$ cat src/rtl/mem_port_arbiter.sv
// mem_port_arbiter: round-robin arbiter sharing one main-memory port between two cache
// controllers (port 0 = instruction cache, port 1 = data cache). One transaction is forwarded
// at a time; memory accesses that go unanswered for TIMEOUT cycles are aborted with an error.
//
// Ports:
//   clk, reset                   clock and asynchronous active-low reset
//   CStrobe*/CRW*/CAddress*/CWData*  requester n: level request, 1 = read, address, write data
//   CReady*/CRData*/CErr*        requester n: completion pulse, read data, timeout flag
//   MStrobe/MRW/MAddress/MWData  memory request side (all registered)
//   MRData/MReady                memory read data and completion pulse
//   Gnt                          one-hot current owner, 00 when idle
module mem_port_arbiter #(
  parameter int unsigned AW      = 32,
  parameter int unsigned DW      = 32,
  parameter int unsigned TIMEOUT = 64
) (
  input  logic          clk,
  input  logic          reset,
  input  logic          CStrobe0,
  input  logic          CRW0,
  input  logic [AW-1:0] CAddress0,
  input  logic [DW-1:0] CWData0,
  output logic          CReady0,
  output logic [DW-1:0] CRData0,
  output logic          CErr0,
  input  logic          CStrobe1,
  input  logic          CRW1,
  input  logic [AW-1:0] CAddress1,
  input  logic [DW-1:0] CWData1,
  output logic          CReady1,
  output logic [DW-1:0] CRData1,
  output logic          CErr1,
  output logic          MStrobe,
  output logic          MRW,
  output logic [AW-1:0] MAddress,
  output logic [DW-1:0] MWData,
  input  logic [DW-1:0] MRData,
  input  logic          MReady,
  output logic [1:0]    Gnt
);

  localparam int unsigned CW = $clog2(TIMEOUT);
  localparam logic [CW-1:0] CntMax = CW'(TIMEOUT - 1);

  typedef enum logic [1:0] {StIdle, StBusy, StDone} state_e;

  state_e        state_q, state_d;
  logic          owner_q, owner_d;
  logic          last_q, last_d;
  logic [CW-1:0] cnt_q, cnt_d;
  logic          mstrobe_q, mstrobe_d;
  logic          mrw_q, mrw_d;
  logic [AW-1:0] maddr_q, maddr_d;
  logic [DW-1:0] mwdata_q, mwdata_d;
  logic [1:0]    cready_q, cready_d;
  logic [1:0]    cerr_q, cerr_d;
  logic [DW-1:0] crdata0_q, crdata0_d;
  logic [DW-1:0] crdata1_q, crdata1_d;
  logic [1:0]    gnt_q, gnt_d;
  logic          sel;

  always_ff @(posedge clk or negedge reset) begin
    if (!reset) begin
      state_q   <= StIdle;
      owner_q   <= 1'b0;
      last_q    <= 1'b1;  // port 0 wins the first tie
      cnt_q     <= '0;
      mstrobe_q <= 1'b0;
      mrw_q     <= 1'b1;
      maddr_q   <= '0;
      mwdata_q  <= '0;
      cready_q  <= 2'b00;
      cerr_q    <= 2'b00;
      crdata0_q <= '0;
      crdata1_q <= '0;
      gnt_q     <= 2'b00;
    end else begin
      state_q   <= state_d;
      owner_q   <= owner_d;
      last_q    <= last_d;
      cnt_q     <= cnt_d;
      mstrobe_q <= mstrobe_d;
      mrw_q     <= mrw_d;
      maddr_q   <= maddr_d;
      mwdata_q  <= mwdata_d;
      cready_q  <= cready_d;
      cerr_q    <= cerr_d;
      crdata0_q <= crdata0_d;
      crdata1_q <= crdata1_d;
      gnt_q     <= gnt_d;
    end
  end

  always_comb begin
    state_d   = state_q;
    owner_d   = owner_q;
    last_d    = last_q;
    cnt_d     = cnt_q;
    mstrobe_d = mstrobe_q;
    mrw_d     = mrw_q;
    maddr_d   = maddr_q;
    mwdata_d  = mwdata_q;
    cready_d  = cready_q;
    cerr_d    = cerr_q;
    crdata0_d = crdata0_q;
    crdata1_d = crdata1_q;
    gnt_d     = gnt_q;
    sel       = 1'b0;

    unique case (state_q)
      StIdle: begin
        if (CStrobe0 || CStrobe1) begin
          // On a tie the port not served last goes next, so neither can starve the other.
          sel       = (CStrobe0 && CStrobe1) ? ~last_q : CStrobe1;
          owner_d   = sel;
          mrw_d     = sel ? CRW1 : CRW0;
          maddr_d   = sel ? CAddress1 : CAddress0;
          mwdata_d  = sel ? CWData1 : CWData0;
          mstrobe_d = 1'b1;
          gnt_d     = sel ? 2'b10 : 2'b01;
          cnt_d     = '0;
          state_d   = StBusy;
        end
      end
      StBusy: begin
        // MReady takes priority over a timeout on the same cycle.
        if (MReady) begin
          mstrobe_d         = 1'b0;
          cready_d[owner_q] = 1'b1;
          cerr_d[owner_q]   = 1'b0;
          if (mrw_q) begin
            if (owner_q) crdata1_d = MRData;
            else         crdata0_d = MRData;
          end
          last_d  = owner_q;
          state_d = StDone;
        end else if (cnt_q == CntMax) begin
          mstrobe_d         = 1'b0;
          cready_d[owner_q] = 1'b1;
          cerr_d[owner_q]   = 1'b1;
          if (owner_q) crdata1_d = '0;
          else         crdata0_d = '0;
          last_d  = owner_q;
          state_d = StDone;
        end else begin
          cnt_d = cnt_q + 1'b1;
        end
      end
      StDone: begin
        cready_d = 2'b00;
        cerr_d   = 2'b00;
        gnt_d    = 2'b00;
        state_d  = StIdle;
      end
      default: state_d = StIdle;
    endcase
  end

  assign MStrobe  = mstrobe_q;
  assign MRW      = mrw_q;
  assign MAddress = maddr_q;
  assign MWData   = mwdata_q;
  assign CReady0  = cready_q[0];
  assign CReady1  = cready_q[1];
  assign CErr0    = cerr_q[0];
  assign CErr1    = cerr_q[1];
  assign CRData0  = crdata0_q;
  assign CRData1  = crdata1_q;
  assign Gnt      = gnt_q;

endmodule

$ cat config.mk
export PLATFORM = sky130hd
export DESIGN_NAME = mem_port_arbiter
export DESIGN_NICKNAME = d
export VERILOG_FILES = /design/src/rtl/mem_port_arbiter.sv
export SDC_FILE = /design/constraint.sdc
export NUM_CORES = 1
export LEC_CHECK = 0
export CAP_MARGIN = 10
export CORE_MARGIN = 1
export CORE_UTILIZATION = 44
export CTS_CLUSTER_DIAMETER = 50
export DETAILED_ROUTE_END_ITERATION = 12
export GPL_TIMING_DRIVEN = 0
export HOLD_SLACK_MARGIN = 0.08
export PLACE_DENSITY = 0.85
export SYNTH_ARGS = -nofsm -noshare
export SYNTH_HDL_FRONTEND = slang
export SYNTH_SLANG_ARGS = --single-unit
$ cat constraint.sdc
create_clock -name clk -period 3.5 [get_ports clk]
set_input_delay 0.875 -clock clk [delete_from_list [all_inputs] [get_ports clk]]
set_output_delay 0.875 -clock clk [all_outputs]
set_load 0.005 [all_outputs]
==> results.yml <==
status:
  status: "finished clean"
die:
  core_area_um2: 13400
  die_span_in_x_um: 120
  fp.dieH_um: 120
  fp.dieArea_um2: 14400
  placement_rows: 42
  boundaryPins: 303
  floorplan.initialDensity_pct: 45.7
sta:
  layout_min_cycle_time_ns: 2.37
  hold_violations: 0
  setup_tns_ns: 0
  final.period_utilization_pct: 67.7
  finClkSkew_ns: 0.0113
  maxSlewHeadroom_pct: 56.7
  final-setup-viol-count: 0
  fin_hold_ws_ns: 0.452
  worst_slack_ns: 1.13
  setup_repair_after_global_routing_missed_its_margin: "no"
  timing.fmax_mhz: 422
  worst_slew_pin_slew_ns: 0.649
  drv_slew: 0
critical_path:
  max_stage_delay_ns: 0.55
  critical-path-slowest-cell: "dfstp_2"
  reg2regPathDepth: 6
  timing.critical_path.from_type: "flop"
  worst_path_dominant_cell_family: "flip-flops"
  rr_startpoint: "cnt_q[0]"
  timing.reg2reg.setup_slack_ns: 1.59
  worstPathMaxFanout: 3
  reg2reg_to: "CRData0[6]"
  crit_arrival_ns: 1.50
  worstSetupPathType: "reg2out"
  setup.worst_path.end_class: "output pin"
  worst_ep_required_time_ns: 2.62
  critPathBufInv: 1
  path_cells: "clkdlybuf4s50_1"
pwr:
  power.density_nw_per_um2: 806
  switchingPower_mw: 2.60
  sw_share_pct: 32.2
  ir_worst_vdd_mv: 0.447
  seqPwrFrac_pct: 35.0
  finalPower_mw: 8.08
  internal_power_mw: 5.48
  cellLeakagePower_nw: 4.44
  power_frac_clock_pct: 23.3
  power.combinational.fraction_pct: 41.7
clock_tree:
  ctsResizeCount: 0
  clock_insertion_delay_worst_skew_ns: 0.42
  htreeDepth: 4
  cts_tree: "built"
  numCtsBuffers: 17
  clk_path_buf_depth: 2
  cts_hold_buffers: 0
  path_clk_slew_ns: 0.06
  cts_sinks: 146
  cts_setup_buffers: 0
  clk_root_buffer_cell: "clkbuf_16"
routing:
  detail_route.iter0.violations: 335
  wl_mm: 20.4
  met3WireLength_mm: 1.36
  wirelength_met1_mm: 7.58
  final_antenna_net_count: 0
  vias_per_cell: 5.33
  met2_length_mm: 10.8
  detailedRoute.firstPassIterationCount: 5
  via_count: 6054
  detail_route.drc_violations: 0
  maxUsedRoutingLayer: "met4"
  detail_route.wl_per_cell_um: 18.0
logic_synthesis:
  yosysSeqAreaShare_pct: 59.6
  synth_cell_type_count: 40
  ys_ff_latch: 146
  post_synth_inst_count: 625
  yosys_warnings: 0
  post_synth_instance_area_um2: 6130
  synth.net_count: 793
  post_synthesis_mean_instance_area_um2: 9.81
final_layout:
  num-fill-cells: 960
  syn2layout_area_growth_pct: 63.4
  num-nets-final: 1115
  final_cell_count_no_fill: 1135
  proportion_of_layout_cells_with_a_drive_suffix_above_1_pct: 7.93
global_routing:
  grt_start_max_net_pins: 79
  antenna_found_initial: 1
  track_usage_pct: 29.3
  grt_pass1_wl_mm: 32.1
  grt_overflow: 0
  grt_pass1_vias: 6222
placed_design:
  gp_routability_congestion: 0.889
  portBuffers: 302
  pre_cts_ws_ns: 0.769
  post-place-cells: 1104
  dp.final_hpwl_mm: 15.2
run:
  timing.max_cap.violations: 0
worst_hold_path:
  holdCritPathClass: "in2async"
## Yosys cell counts
master / instances / area share [%]
nand3_1: 7 / 0.57
o211ai_1: 3 / 0.37
clkbuf_1: 11 / 0.67
mux2_2: 1 / 0.18
or2_1: 2 / 0.20
o31ai_1: 1 / 0.12
nor2b_4: 1 / 0.22
nor2_1: 9 / 0.55
nor2b_1: 1 / 0.10
dfstp_2: 2 / 0.86
a31oi_1: 2 / 0.20
buf_1: 1 / 0.061
a21bo_2: 1 / 0.16
or3b_2: 1 / 0.14
o21ai_1: 47 / 3.8
a21oi_1: 3 / 0.24
and4b_1: 2 / 0.33
or2_4: 1 / 0.14
mux2i_1: 1 / 0.16
a32oi_1: 1 / 0.14
a22oi_1: 65 / 8.0
o2111ai_1: 1 / 0.14
o41ai_2: 1 / 0.27
nor3b_1: 1 / 0.12
buf_2: 18 / 1.5
inv_1: 7 / 0.43
nor3_1: 3 / 0.24
or2_2: 1 / 0.10
nor3_2: 1 / 0.16
buf_6: 6 / 1.1
buf_4: 7 / 0.86
nand2_1: 171 / 10
a22o_1: 1 / 0.14
o21ai_0: 90 / 7.3
dfrtp_1: 144 / 59
clkbuf_2: 5 / 0.41
ha_1: 1 / 0.20
nand2b_1: 2 / 0.20
a31o_2: 1 / 0.14
o32ai_1: 1 / 0.14
## power by group through the flow
stage               logic, mW  registers (mW)  clock network (mW)
finish                   3.37            2.83                1.88
floorplan                1.25            2.84                   0
global route             3.67            2.90                1.98
detailed placement       3.36            2.83                   0
global placement         3.27            2.80                   0
CTS                      3.40            2.82                1.90
## kinds of logic after synthesis
| family | Yosys count | share of synthesized area, % |
|---|---|---|
| AND/OR/NAND/NOR | 203 | 13.6 |
| multiplexers | 2 | 0.347 |
| buffers and inverters | 55 | 5.00 |
| adder cells (fa/ha/maj) | 1 | 0.204 |
| flip-flops | 146 | 59.6 |
| AO/OA/AOI/OAI | 218 | 21.2 |
## layout by cell type, fill, tap and decap left out, types with 2 or more instances in the layout
cell type,count
clkdlybuf4s50_1,301
nand2_1,171
dfrtp_1,144
o21ai_0,90
a22oi_1,65
o21ai_1,47
buf_2,18
clkbuf_16,17
clkbuf_1,14
nor2_1,9
buf_6,7
inv_1,7
nand3_1,7
buf_4,7
clkbuf_8,6
clkbuf_2,5
a21oi_1,3
nor3_1,3
o211ai_1,3
bufinv_16,3
dfstp_2,2
or2_1,2
and4b_1,2
nand2b_1,2
a31oi_1,2
## state kept, by name, summed over array words and instances (netlist names)
signal,cells
cnt_q,6
MWData,32
cready_q,2
cerr_q,2
CRData0,32
MRW,1
MStrobe,1
MAddress,32
CRData1,32
owner_q,1
last_q,1
Gnt,2
state_q,2
## metrics by stage
step	cell area (um2)	utilization [%]
after floorplan	6130	-
after global placement	9370	69.9
after detailed placement	9400	70.2
after CTS	10000	74.7
after global routing	10000	74.8
final	10000	74.8
## how the worst max path moves through the flow
stage | from | end | slack (ns) | depth (start not counted)
2_1_floorplan | MReady | cnt_q[5] | 1.58 | 4
3_3_place_gp | reset | MAddress[7] | -4.20 | 1
3_5_place_dp | MReady | CRData0[22] | 0.77 | 6
4_1_cts | MRW | MRW | 1.12 | 1
5_1_grt | MReady | CRData0[22] | 1.07 | 6
6_report | MRW | MRW | 1.13 | 1
## per-layer routing
metal,vias up,global-route usage [%]
met3,46,7.46
met2,283,52.9
li1,2826,-
met5,-,0
met4,0,13.6
met1,2899,32.0
## area by class of cell
| cell class | count | area [um2] | share of cell area [%] |
|---|---|---|---|
| Antenna cell | 1 | 2.50 | 0.0250 |
| Buffer | 48 | 280 | 2.80 |
| Clock buffer | 26 | 519 | 5.18 |
| Clock inverter | 4 | 95.1 | 0.949 |
| Inverter | 7 | 26.3 | 0.262 |
| Multi-Input combinational cell | 424 | 2170 | 21.6 |
| Sequential cell | 146 | 3660 | 36.5 |
| Tap cell | 176 | 220 | 2.20 |
| Timing Repair Buffer | 303 | 3050 | 30.5 |
(Power assumes the default switching activity.)
